`src/rtl/usr_ctrl.sv`:
```
// usr_ctrl: command sequencer that drives a universal shift register's sel/SI/PI for n cycles
module usr_ctrl #(
    parameter int WIDTH = 5,
    parameter int CNT_W = 3
) (
    input  logic             clk,
    input  logic             rst,
    input  logic             i_cmd_valid,
    output logic             o_cmd_ready,
    input  logic [2:0]       i_cmd_op,
    input  logic [CNT_W-1:0] i_cmd_amt,
    input  logic [WIDTH-1:0] i_cmd_data,
    input  logic             i_cmd_fill,
    output logic [1:0]       o_usr_sel,
    output logic             o_usr_si,
    output logic [WIDTH-1:0] o_usr_pi,
    input  logic [WIDTH-1:0] i_usr_po,
    input  logic             i_usr_so,
    output logic             o_rsp_valid,
    input  logic             i_rsp_ready,
    output logic [WIDTH-1:0] o_rsp_data,
    output logic             o_rsp_err
);
    localparam logic [2:0] OP_LOAD = 3'd0;
    localparam logic [2:0] OP_SHL  = 3'd1;
    localparam logic [2:0] OP_SHR  = 3'd2;
    localparam logic [2:0] OP_ROL  = 3'd3;
    localparam logic [2:0] OP_ROR  = 3'd4;

    typedef enum logic [1:0] {S_IDLE, S_EXEC, S_RESP} state_t;

    state_t           r_state;
    state_t           w_next;
    logic [2:0]       r_op;
    logic [CNT_W-1:0] r_cnt;
    logic [WIDTH-1:0] r_data;
    logic             r_fill;
    logic [CNT_W-1:0] w_n;
    logic [1:0]       w_exec_sel;
    logic             w_accept;
    logic             w_shift_op;

    assign w_accept   = (r_state == S_IDLE) && i_cmd_valid;
    assign w_shift_op = (i_cmd_op >= OP_SHL) && (i_cmd_op <= OP_ROR);
    // READ and illegal ops need no register cycles and go straight to the response
    assign w_n        = (i_cmd_op == OP_LOAD) ? CNT_W'(1) : w_shift_op ? i_cmd_amt : '0;
    assign w_exec_sel = (r_op == OP_LOAD) ? 2'b11 :
                        (r_op == OP_SHL || r_op == OP_ROL) ? 2'b01 :
                        (r_op == OP_SHR || r_op == OP_ROR) ? 2'b10 : 2'b00;
    // rotates feed the exiting bit back in; plain shifts use the latched fill
    assign o_usr_si   = (r_op == OP_SHL || r_op == OP_SHR) ? r_fill :
                        (r_op == OP_ROL || r_op == OP_ROR) ? i_usr_so : 1'b0;
    assign o_usr_pi   = r_data;
    assign o_rsp_data = i_usr_po;

    // state register
    always_ff @(posedge clk or posedge rst) begin
        if (rst) r_state <= S_IDLE;
        else     r_state <= w_next;
    end

    // command latch and remaining-cycle down-counter
    always_ff @(posedge clk or posedge rst) begin
        if (rst) begin
            r_op   <= '0;
            r_cnt  <= '0;
            r_data <= '0;
            r_fill <= 1'b0;
        end else if (w_accept) begin
            r_op   <= i_cmd_op;
            r_cnt  <= w_n;
            r_data <= i_cmd_data;
            r_fill <= i_cmd_fill;
        end else if (r_state == S_EXEC) begin
            r_cnt  <= r_cnt - CNT_W'(1);
        end
    end

    // next state and handshake / register control outputs
    always_comb begin
        w_next      = r_state;
        o_cmd_ready = 1'b0;
        o_usr_sel   = 2'b00;
        o_rsp_valid = 1'b0;
        o_rsp_err   = 1'b0;
        case (r_state)
            S_IDLE: begin
                o_cmd_ready = 1'b1;
                if (i_cmd_valid) w_next = (w_n == '0) ? S_RESP : S_EXEC;
            end
            S_EXEC: begin
                o_usr_sel = w_exec_sel;
                if (r_cnt == CNT_W'(1)) w_next = S_RESP;
            end
            S_RESP: begin
                o_rsp_valid = 1'b1;
                o_rsp_err   = r_op[2] & r_op[1];
                if (i_rsp_ready) w_next = S_IDLE;
            end
            default: w_next = S_IDLE;
        endcase
    end
endmodule

```
`config.mk`:
```
export PLATFORM = sky130hd
export DESIGN_NAME = usr_ctrl
export DESIGN_NICKNAME = d
export VERILOG_FILES = /design/src/rtl/usr_ctrl.sv
export SDC_FILE = /design/constraint.sdc
export NUM_CORES = 1
export LEC_CHECK = 0
export CORE_MARGIN = 3
export CORE_UTILIZATION = 41
export CTS_BUF_LIST = sky130_fd_sc_hd__clkbuf_8
export CTS_CLUSTER_SIZE = 12
export DETAILED_ROUTE_END_ITERATION = 10
export PLACE_DENSITY = 0.81
export SLEW_MARGIN = 20
export SYNTH_ARGS = -nofsm -noshare
export SYNTH_HDL_FRONTEND = slang
export SYNTH_SLANG_ARGS = --single-unit
export TNS_END_PERCENT = 50
```
`constraint.sdc`:
```
create_clock -name clk -period 1.6 [get_ports clk]
set_clock_uncertainty 0.05 [all_clocks]
set_input_delay 0.16 -clock clk [delete_from_list [all_inputs] [get_ports clk]]
set_output_delay 0.16 -clock clk [all_outputs]
set_load 0.02 [all_outputs]
```
==> results summary, run 1 <==
The netlist area before placement came out at 781 sq um. Summing all flip-flop and latch instances after layout gives 350 sq um. The cell leakage power is roughly 0.58 nW. The setup violation total in the final timing report came out at 1. Once placement finished, the instance area stood at 0.00113 sq mm.

The die height is ~50 microns. The switching part of the total power is between 30% and 40%. The number of filler instances in the final layout came out at 157.

At the pin with the least slew margin, the transition time is 0.512 ns. The post-synthesis cell type count is 33. The cell sitting at the root of the clock tree is a sky130_fd_sc_hd__clkbuf_8. The internal power of the cells is between 0.001 and 0.0015 W.

In the final layout, the multi-input gates occupy 374 sq um. The post-placement cell count came out at 146. The final setup slack of the worst path is -0.0459 ns. The number of input and output port buffers inserted is 27. Of all flip-flops after synthesis, the portion carrying an async set or reset was 100%. For this design, the slowest cell found on the critical path is sky130_fd_sc_hd__dfrtp_1. The number of synthesized flops with an enable pin is 0. The post-detailed-route wirelength per cell is ~13 microns. In this run the remaining antenna-violating nets after routing total 0. Headroom to the max-slew limit came out at 65.8%. The peak per-stage delay on the critical path is about 0.4 ns. STA puts the critical path data arrival time at 1.44 ns. On the critical path the largest part of the delay comes from flip-flops. The core outline area is between 0.0015 and 0.002 sq mm. The gate count of the mapped netlist is approximately 90.

In this run, synthesis produced a sequential element count of 14. TritonCTS built the clock tree. The via count of the first global-routing pass came out at 776. 0 antenna diodes ended up in the layout. The type of the worst setup path is flip-flop to output pin. The area of the die is 0.00246 sq mm.

By area the synthesized netlist is led by sky130_fd_sc_hd__dfrtp_1, sky130_fd_sc_hd__nand2_1, sky130_fd_sc_hd__buf_4, sky130_fd_sc_hd__nor2b_1, sky130_fd_sc_hd__ha_1. The wire length of the first global-routing pass is 3.49 mm. Subtracting the final worst setup slack from the clock period gives 1.65 ns. The final reports fail on setup timing. The pin count of the biggest net entering global routing came out at 15.

Global routing finished with a remaining overflow of 0. Routability-driven placement finished with a final weighted congestion of 0.723. The largest driver fanout on the critical path came out at 3. The routed layout has between 700 and 800 vias.

The final standard cell count with taps included and fillers excluded came out at 150. The area share of the largest cell type after synthesis is about 45%. Clock tree synthesis found a total of 14 sinks. Traced cell by cell, the critical path runs through mux2_4, a221oi_2, a21oi_1, buf_2. The worst hold margin is 0.190 ns.

The ratio of total power to cell area is 1890 mW/mm^2. Pin placement for this block handled 38 I/O pins. The count of cell instances traversed by the critical path is 4.

The endpoint type of the worst setup path is an output pin. The final standard cell utilization of the core came out at 66.6%. The initial antenna violation count came out at 0. The maximum clock frequency came out at 608 MHz.

The DRC marker count from the first detailed-route iteration is 13. For this run, the register share of the synthesized area comes to roughly 45%. Setup repair after global routing could not meet its margin everywhere. The primary flip-flop cell chosen by synthesis mapping is sky130_fd_sc_hd__dfrtp_1. The min-delay analysis places its worst path in the category primary input to asynchronous set/reset pin.

The width of the chip came out at around 50 microns. The number of setup buffers added after CTS is 0. The clock tree buffer depth came out at 2.

The run finished, with violations left. The reported net switching power is 0.000889 W. The H-tree depth is 1. The area growth from synthesis to layout came out at 50.5%. The number of cells on the worst reg-to-reg path came out at 5. The via density per instance is 4.99. The Yosys warning count came out at 0. The initial standard-cell utilization of the core came out at between 40% and 50%.

At the worst endpoint, the required time is 1.39 ns. The number of max-slew violations in the final report is 0. The total number of nets in the final design is 150.

Summed over all instances, the cell type with the most area after synthesis is sky130_fd_sc_hd__dfrtp_1. The combinational fraction of design power came out at 54.8%. The clock buffer count from CTS is 3. The post-synthesis area per instance came out at approximately 8.8 sq um. The count of maximum capacitance violations came out at 0. By count the netlist is led by sky130_fd_sc_hd__nand2_1, sky130_fd_sc_hd__dfrtp_1, sky130_fd_sc_hd__buf_4, sky130_fd_sc_hd__nor2b_1. The total buffers and inverters traversed by the critical path came out at 1. The number of search-and-repair iterations in the first detailed-routing pass came out at 4. STA classifies the critical path startpoint as a flip-flop. Yosys instantiated no cell more often than sky130_fd_sc_hd__nand2_1. The area of all placed cells without fillers came out at 0.00117 sq mm. The sum of net half-perimeters after detailed placement is 1.56 mm. The overall routed net length is 1.99 mm. The global routing usage summed across all routing layers is 18.6%. The number of core rows is 15. Across the VDD grid, the largest voltage drop is ~1000 uV.

The post-route netlist has 20.0% of its cells at a drive strength greater than 1. The net count after synthesis is 113. The share of total power dissipated in sequential elements is 29.6%. The clock slew at the register clock pins of the worst setup and hold paths came out at ~0.06 ns. In this run, the clock network consumes 15.6% of the power. The count of final hold-check violations came out at 0. In the routed design, unresolved DRC markers number 0.

The portion of the clock cycle consumed by the worst path in the final layout is 103%. The insertion delay of the later-clocked pin in the worst-skew pair came out at roughly 0.25 ns.
-- worst register-to-register path, delay by kind of cell, from the launching register on --
family / cells / cell delay, ns
flip-flops: 1 / 0.40
AND/OR/NAND/NOR: 3 / 0.60
buffers and inverters: 2 / 0.36
-- cell families (layout without fill, tap and decap cells) --
group           after synthesis  after routing  synth area share, %
mux                           2              2                 2.72
buf+inv                      12             48                 8.49
compound gates                8              8                 7.21
fa+ha+maj                     4              4                 5.93
xor+xnor                      1              1                 1.12
flops                        14             14                 44.9
simple gates                 48             48                 29.6
-- layout make-up --
| class | count | share of cell area, % |
|---|---|---|
| timing repair buffer | 40 | 29.7 |
| sequential | 14 | 29.8 |
| multi-input combinational | 63 | 31.8 |
| clock buffer | 4 | 4.69 |
| tap | 25 | 2.66 |
| inverter | 4 | 1.28 |
-- stage by stage --
step / worst slack, ns / setup TNS, ns / total power, W
after floorplan: 0.164 / 0 / 0.00134
after global placement: -0.426 / -0.479 / 0.00185
after detailed placement: -0.447 / -0.686 / 0.00192
after CTS: -0.186 / -0.186 / 0.00224
after global routing: -0.105 / -0.144 / 0.00240
final: -0.0459 / -0.0459 / 0.00223
-- placed cells by master, fill, tap and decap left out --
cell type	netlist	routed
sky130_fd_sc_hd__nor4_1	1	1
sky130_fd_sc_hd__nand3_1	1	1
sky130_fd_sc_hd__or3b_2	1	1
sky130_fd_sc_hd__and3_1	2	2
sky130_fd_sc_hd__nand2b_1	1	1
sky130_fd_sc_hd__o22ai_1	1	1
sky130_fd_sc_hd__nand2_1	27	27
sky130_fd_sc_hd__clkbuf_2	0	1
sky130_fd_sc_hd__nor3_1	4	4
sky130_fd_sc_hd__a211oi_1	1	1
sky130_fd_sc_hd__mux2_4	0	1
sky130_fd_sc_hd__a21oi_1	1	1
sky130_fd_sc_hd__xnor2_1	1	1
sky130_fd_sc_hd__or3_2	1	1
sky130_fd_sc_hd__buf_2	2	2
sky130_fd_sc_hd__buf_4	5	13
sky130_fd_sc_hd__maj3_2	1	1
sky130_fd_sc_hd__o211ai_1	1	1
sky130_fd_sc_hd__ha_1	2	2
sky130_fd_sc_hd__clkdlybuf4s50_1	0	21
sky130_fd_sc_hd__dlygate4sd2_1	0	3
sky130_fd_sc_hd__or2_1	1	1
sky130_fd_sc_hd__nor2_1	1	1
sky130_fd_sc_hd__a221oi_2	0	1
sky130_fd_sc_hd__nor3b_1	1	1
sky130_fd_sc_hd__o21ai_0	1	1
sky130_fd_sc_hd__nor2b_1	5	5
sky130_fd_sc_hd__a221o_1	1	1
sky130_fd_sc_hd__mux2i_1	1	1
sky130_fd_sc_hd__inv_1	4	4
sky130_fd_sc_hd__or3b_1	1	1
sky130_fd_sc_hd__clkbuf_8	0	4
sky130_fd_sc_hd__maj3_1	1	1
sky130_fd_sc_hd__nand4_1	1	1
sky130_fd_sc_hd__dfrtp_1	14	14
sky130_fd_sc_hd__a31oi_1	1	1
-- state kept, by name, summed over array words and instances, names as in the netlist --
register / count
r_state: 2
o_usr_pi: 5
r_op: 3
r_cnt: 3
r_fill: 1
-- metal layers --
layer / part of all wire [%] / track usage, % / wire [microns]
met2: 54 / 35.7 / 1070
met1: 36 / 19.3 / 721
met5: 0 / 0 / 0
met3: 9.9 / 6.04 / 197
met4: 0 / 4.15 / 0
-- power groups by stage --
stage	sequential [W]	combinational (W)	clock [W]
finish	0.000659	0.00122	0.000347
global route	0.000694	0.00134	0.000369
CTS	0.000657	0.00124	0.000346
detailed placement	0.000656	0.00126	0
global placement	0.000642	0.00121	0
floorplan	0.000732	0.000606	0
-- repair_timing --
item	in CTS	in global routing
gates cloned	0	0
endpoints found under the setup margin	6	3
pin swaps	0	1
hold buffers	0	0
resized for setup	13	5
-- final timing paths --
check                            startpoint            end  slack (ns)
worst max-delay path                r_op[1]       o_usr_si       -0.05
worst min-delay path                    rst    o_usr_pi[0]        0.19
worst max register to register   r_state[0]    o_usr_pi[0]        0.10
worst min register to register  o_usr_pi[3]    o_usr_pi[3]        0.43
max in group asynchronous               rst     r_state[1]        0.97
min in group clk                i_usr_po[3]  o_rsp_data[3]        0.27
(Power assumes the default switching activity.)
==> run 2, diff against run 1 <==
--- a/config.mk
+++ b/config.mk
@@ -8,7 +8,7 @@
 export CORE_MARGIN = 3
 export CORE_UTILIZATION = 41
 export CTS_BUF_LIST = sky130_fd_sc_hd__clkbuf_8
-export CTS_CLUSTER_SIZE = 12
+export CTS_CLUSTER_SIZE = 40
 export DETAILED_ROUTE_END_ITERATION = 10
 export PLACE_DENSITY = 0.81
 export SLEW_MARGIN = 20
==> results of run 2 <==
The final DEF is identical to that of run 1; final timing and power are the same.
==> run 3, diff against run 2 <==
--- a/config.mk
+++ b/config.mk
@@ -11,6 +11,7 @@
 export CTS_CLUSTER_SIZE = 40
 export DETAILED_ROUTE_END_ITERATION = 10
 export PLACE_DENSITY = 0.81
+export SETUP_SLACK_MARGIN = 0.3
 export SLEW_MARGIN = 20
 export SYNTH_ARGS = -nofsm -noshare
 export SYNTH_HDL_FRONTEND = slang
==> results summary, run 3 (synthesis results as in run 1) <==
After detailed routing, the number of remaining DRC violations is 0. The H-tree depth is 1. The layout cell share with drive strength beyond 1 is a little under half.

The type of the worst setup path is flip-flop to output pin. VDD sags by at most 1190 uV. The placer congestion estimate is ~0.85.

The total number of nets in the final design came out at 153. The leading cell type in the layout, fill and taps excluded is sky130_fd_sc_hd__nand2_1. The slack of the worst reg-to-reg path is 0.09 ns. The number of core rows came out at 15.

The endpoint identified for the worst register-to-register timing path is r_op[2]. The finished cells cover 0.00135 sq mm. The clock sink count came out at 14. Using the TritonRoute via totals, the vias-per-cell ratio works out to 5.25. The number of max-slew violations in the final report came out at 0. The total inserted antenna cells came out at 0. Timing would allow up to 594 MHz. The first detailed-routing pass ran for 4 iterations.

The checks that failed: setup timing. The accumulated negative setup slack came out at -0.0826 ns. The number of input and output port buffers inserted came out at 27. CTS placed an instance of sky130_fd_sc_hd__clkbuf_8 at the clock tree root. The worst setup path is launched from a flip-flop.

The detailed-route via count came out at 804. The minimum clock period is 1.68 ns. At the worst endpoint, the arrival time is 1.47 ns. The relative slew slack came out at 65.1%. The data required time of the worst path came out at roughly 1.4 ns. The overall routed net length is 2.37 mm.

The wire length of the first global-routing pass came out at around 3.5 mm. The cell leakage power came out at 0.654 nW. Once placement finished, the instance area stood at 0.00115 sq mm. The ratio of total power to cell area came out at about 2000 mW/mm^2.

Clock tree synthesis inserted a total of 3 buffers. The via count of the first global-routing pass is 773. The area of the die is around 0.0025 sq mm. The number of flip-flops under the largest register name came out at 5.

The endpoint type of the worst setup path is an output pin. The pin count of the biggest net entering global routing came out at 15. The design draws 0.00262 W. TritonCTS built the clock tree. The final setup slack of the worst path is -0.0826 ns.

The width of the chip came out at about 50 microns. The initial standard-cell utilization of the core came out at 44.3%. The top cell types in the final layout, fill and taps aside, are sky130_fd_sc_hd__nand2_1, sky130_fd_sc_hd__dfrtp_1, sky130_fd_sc_hd__buf_4, sky130_fd_sc_hd__clkdlybuf4s50_1, sky130_fd_sc_hd__nand2_2. The area growth from synthesis to layout is 72.3%.

For this block, the initial DRC count from the detailed router was 8. The clock tree buffer depth is 2. The global routing usage summed across all routing layers came out at between 10% and 20%. The worst min-delay path class is primary input to asynchronous set/reset pin. The post-detailed-route wirelength per cell is 15.5 microns. The core region is between 0.0015 and 0.002 sq mm. Setup repair after global routing could not meet its margin everywhere. In this run the remaining antenna-violating nets after routing total 0. The sum of net half-perimeters after detailed placement is 1.58 mm. The count of final hold-check violations is 0.

The run finished, with violations left. For this design, the CTS-stage hold fixing added 0 buffers. After clock tree synthesis, the clock-pin slew on the worst setup and hold paths is 0.06 ns.

The number of top-level pins is 38. The slew at the pin closest to its max-slew limit came out at 0.523 ns. The initial antenna violation count came out at 0. The setup violation total in the final timing report came out at 1.

The overall overflow remaining after global route came out at 0. The insertion delay of the later-clocked pin in the worst-skew pair is 0.25 ns. The die height is 49.6 microns. The startpoint identified for the worst register-to-register timing path is r_state[0]. The largest driver fanout on the critical path came out at 3.

Max-cap violations in this run came to 0. The number of cells on the worst reg-to-reg path is 5. The portion of the clock cycle consumed by the worst path in the final layout is 105%.
-- run 3: cell count changes in the layout (fill, tap and decap cells not counted), sizes merged --
cell and change:
dlygate4sd2 +4, clkbuf -1, dlymetal6s2s +2, buf +7, clkdlybuf4s50 -9
-- run 3: layer usage --
metal	global-route usage (%)	share of wire [%]	vias to the layer above
li1	-	-	371
met1	20.1	39	382
met2	33.3	53	37
met3	5.44	5.9	14
met4	6.91	2.5	0
met5	0	0	-
-- run 3: report_power, final --
group          total [W]  internal (W)  switching [W]
Combinational    0.00157      0.000787       0.000785
Clock           0.000338      0.000218       0.000121
Sequential      0.000712      0.000534       0.000178
Total            0.00262       0.00154        0.00108
-- run 3: worst max-delay path by stage --
stage | start | to | slack, ns | depth (start not counted)
finish | r_op[1] | o_usr_si | -0.08 | 4
global route | r_op[1] | o_usr_si | -0.11 | 4
CTS | r_op[1] | o_usr_si | -0.09 | 4
detailed placement | i_usr_so | o_usr_si | -0.47 | 4
global placement | i_usr_so | o_usr_si | -0.43 | 4
floorplan | r_op[1] | o_usr_si | 0.23 | 3
-- run 3: what timing repair did --
action / in CTS / in global routing
resized for setup: 56 / 20
pin swaps: 24 / 8
hold endpoints to repair: 0 / 0
gates cloned: 0 / 0
setup buffers: 1 / 1
endpoints found under the setup margin: 25 / 18
-- run 3: per-stage QoR --
| stage | setup slack [ns] | std cells | hold slack (ns) | utilization [%] |
|---|---|---|---|---|
| floorplan | 0.233 | 89 | -0.000781 | - |
| global placement | -0.427 | 147 | 0.270 | 65.2 |
| detailed placement | -0.473 | 147 | 0.270 | 65.2 |
| CTS | -0.0870 | 152 | 0.235 | 71.5 |
| global route | -0.115 | 153 | 0.270 | 76.2 |
| finish | -0.0826 | 153 | 0.223 | 76.2 |
-- run 3: final cells by class --
type                    instances  area (sq um)
fillers                       130           419
multi-input cells              63           493
well taps                      25          31.3
clock buffers                   4          55.1
repair buffers                 43           399
inverters                       4          15.0
flip-flops and latches         14           352
-- run 3: critical path, stage by stage (launching register included) --
cell and delay [ns]:
sky130_fd_sc_hd__dfrtp_1 0.41, sky130_fd_sc_hd__mux2_4 0.31, sky130_fd_sc_hd__a221oi_2 0.28, sky130_fd_sc_hd__a21oi_2 0.06, sky130_fd_sc_hd__buf_4 0.17
==> edit (flow settings as in run 3) <==
Reset style: synchronous (`rst`), changed in 2 clocked blocks.
--- a/src/rtl/usr_ctrl.sv
+++ b/src/rtl/usr_ctrl.sv
@@ -56,3 +56,3 @@
     // state register
-    always_ff @(posedge clk or posedge rst) begin
+    always_ff @(posedge clk) begin
         if (rst) r_state <= S_IDLE;
@@ -62,3 +62,3 @@
     // command latch and remaining-cycle down-counter
-    always_ff @(posedge clk or posedge rst) begin
+    always_ff @(posedge clk) begin
         if (rst) begin
Formal check against the unedited RTL: differs if rst is asserted again (counterexample within 4 cycles, from zero or initial values and one cycle with rst high); with rst held inactive, the same outputs for 10 cycles.
==> edit against run 3 <==
Maximum frequency grew 20%. Cell area fell by 2.5%. Worst setup slack gained 0.28 ns. Sequential cell count is the same. Area after synthesis increased by 5.6%. Sequential share of layout area is 3.7 points lower. First-iteration DRC count grew 63%. Cell count is 5.2% higher. Wire length fell by 1.7%. Register-to-register slack gained 0.13 ns. Worst hold slack gained 0.047 ns. Largest cell class unchanged. Highest routed layer unchanged.
Power is not compared: it rests on default switching activity, and its combinational part moved more than twofold at a synthesized area within 25%.
==> edit: results (changes against run 3) <==
Parameter                              Value

Cells and area
  Share of cells above drive strength 1    36.8% (-8.5 points)
  Clock buf/inv share    3.15% (-0.94 points)
  Layout clock buffer count    3 (-1)

Setup path
  Worst R2R Start    r_state[0]$_SDFFE_PP0P_
  Critical-path cell with the highest stage delay    sky130_fd_sc_hd__dfxtp_4
  Largest fanout of any net on the critical path    5 (+2)
  Endpoint arrival time on the critical path    1.19 ns (-0.28 ns)
  Start point of the critical path    r_op[1]$_SDFFE_PP0P_

Routing
  Wire length on met2    1.22 mm (-3.1%)
  Drt pass-1 iters    6 (+2)
  Routed met1 length    932 um (+2.0%)
  First DRT Iteration DRCs    13 (+5)
  Sum of met3 wire segment lengths after detailed routing    147 um (+5.0%)

Logic synthesis
  Xor/xnor share of the synthesized area    2.12% (+1.0 points)
  Fraction of registers with async set/reset    0% (-100 points)
  Commonest cells in the netlist    18 x sky130_fd_sc_hd__nand2_1, 14 x sky130_fd_sc_hd__dfxtp_1, 12 x sky130_fd_sc_hd__a21oi_1, 5 x sky130_fd_sc_hd__buf_4, 5 x sky130_fd_sc_hd__inv_1

Clock network
  Total setup buffers inserted after CTS    3 (+2)
  Resized cells post-CTS    42 (-25%)

Min path
  HP Class    in -> out

GRT
  Global-route wire length before repair    3.78 mm (+9.2%)
  Via count of the first global-routing pass    853 (+10%)

Power
  Total power    0.00110 W

Place
  Placed wire-length estimate    1.65 mm (+4.8%)
  Total cell area at the placement stage    1170 um^2 (+1.7%)
  Setup Slack @ Placement    -0.216 ns (+0.257 ns)

Status
  Result of the run    complete, no violations
==> edit: changes by cell type after synthesis, moves of 2 or more <==
| cell | change |
|---|---|
| sky130_fd_sc_hd__dfrtp_1 | -14 |
| sky130_fd_sc_hd__nor2b_1 | -3 |
| sky130_fd_sc_hd__a21oi_1 | +11 |
| sky130_fd_sc_hd__dfxtp_1 | +14 |
| sky130_fd_sc_hd__nor3_1 | -2 |
| sky130_fd_sc_hd__o21bai_1 | +2 |
| sky130_fd_sc_hd__buf_6 | +2 |
| sky130_fd_sc_hd__nand2_1 | -9 |
==> edit: path summary, 6_finish.rpt <==
kind	endpoint	slack, ns	depth (start not counted)
worst max-delay path	o_usr_si	0.20	4
worst min-delay path	o_rsp_data[1]	0.27	0
worst max register to register	r_op[1]$_SDFFE_PP0P_	0.22	5
worst min register to register	o_usr_pi[1]$_SDFFE_PP0P_	0.40	2
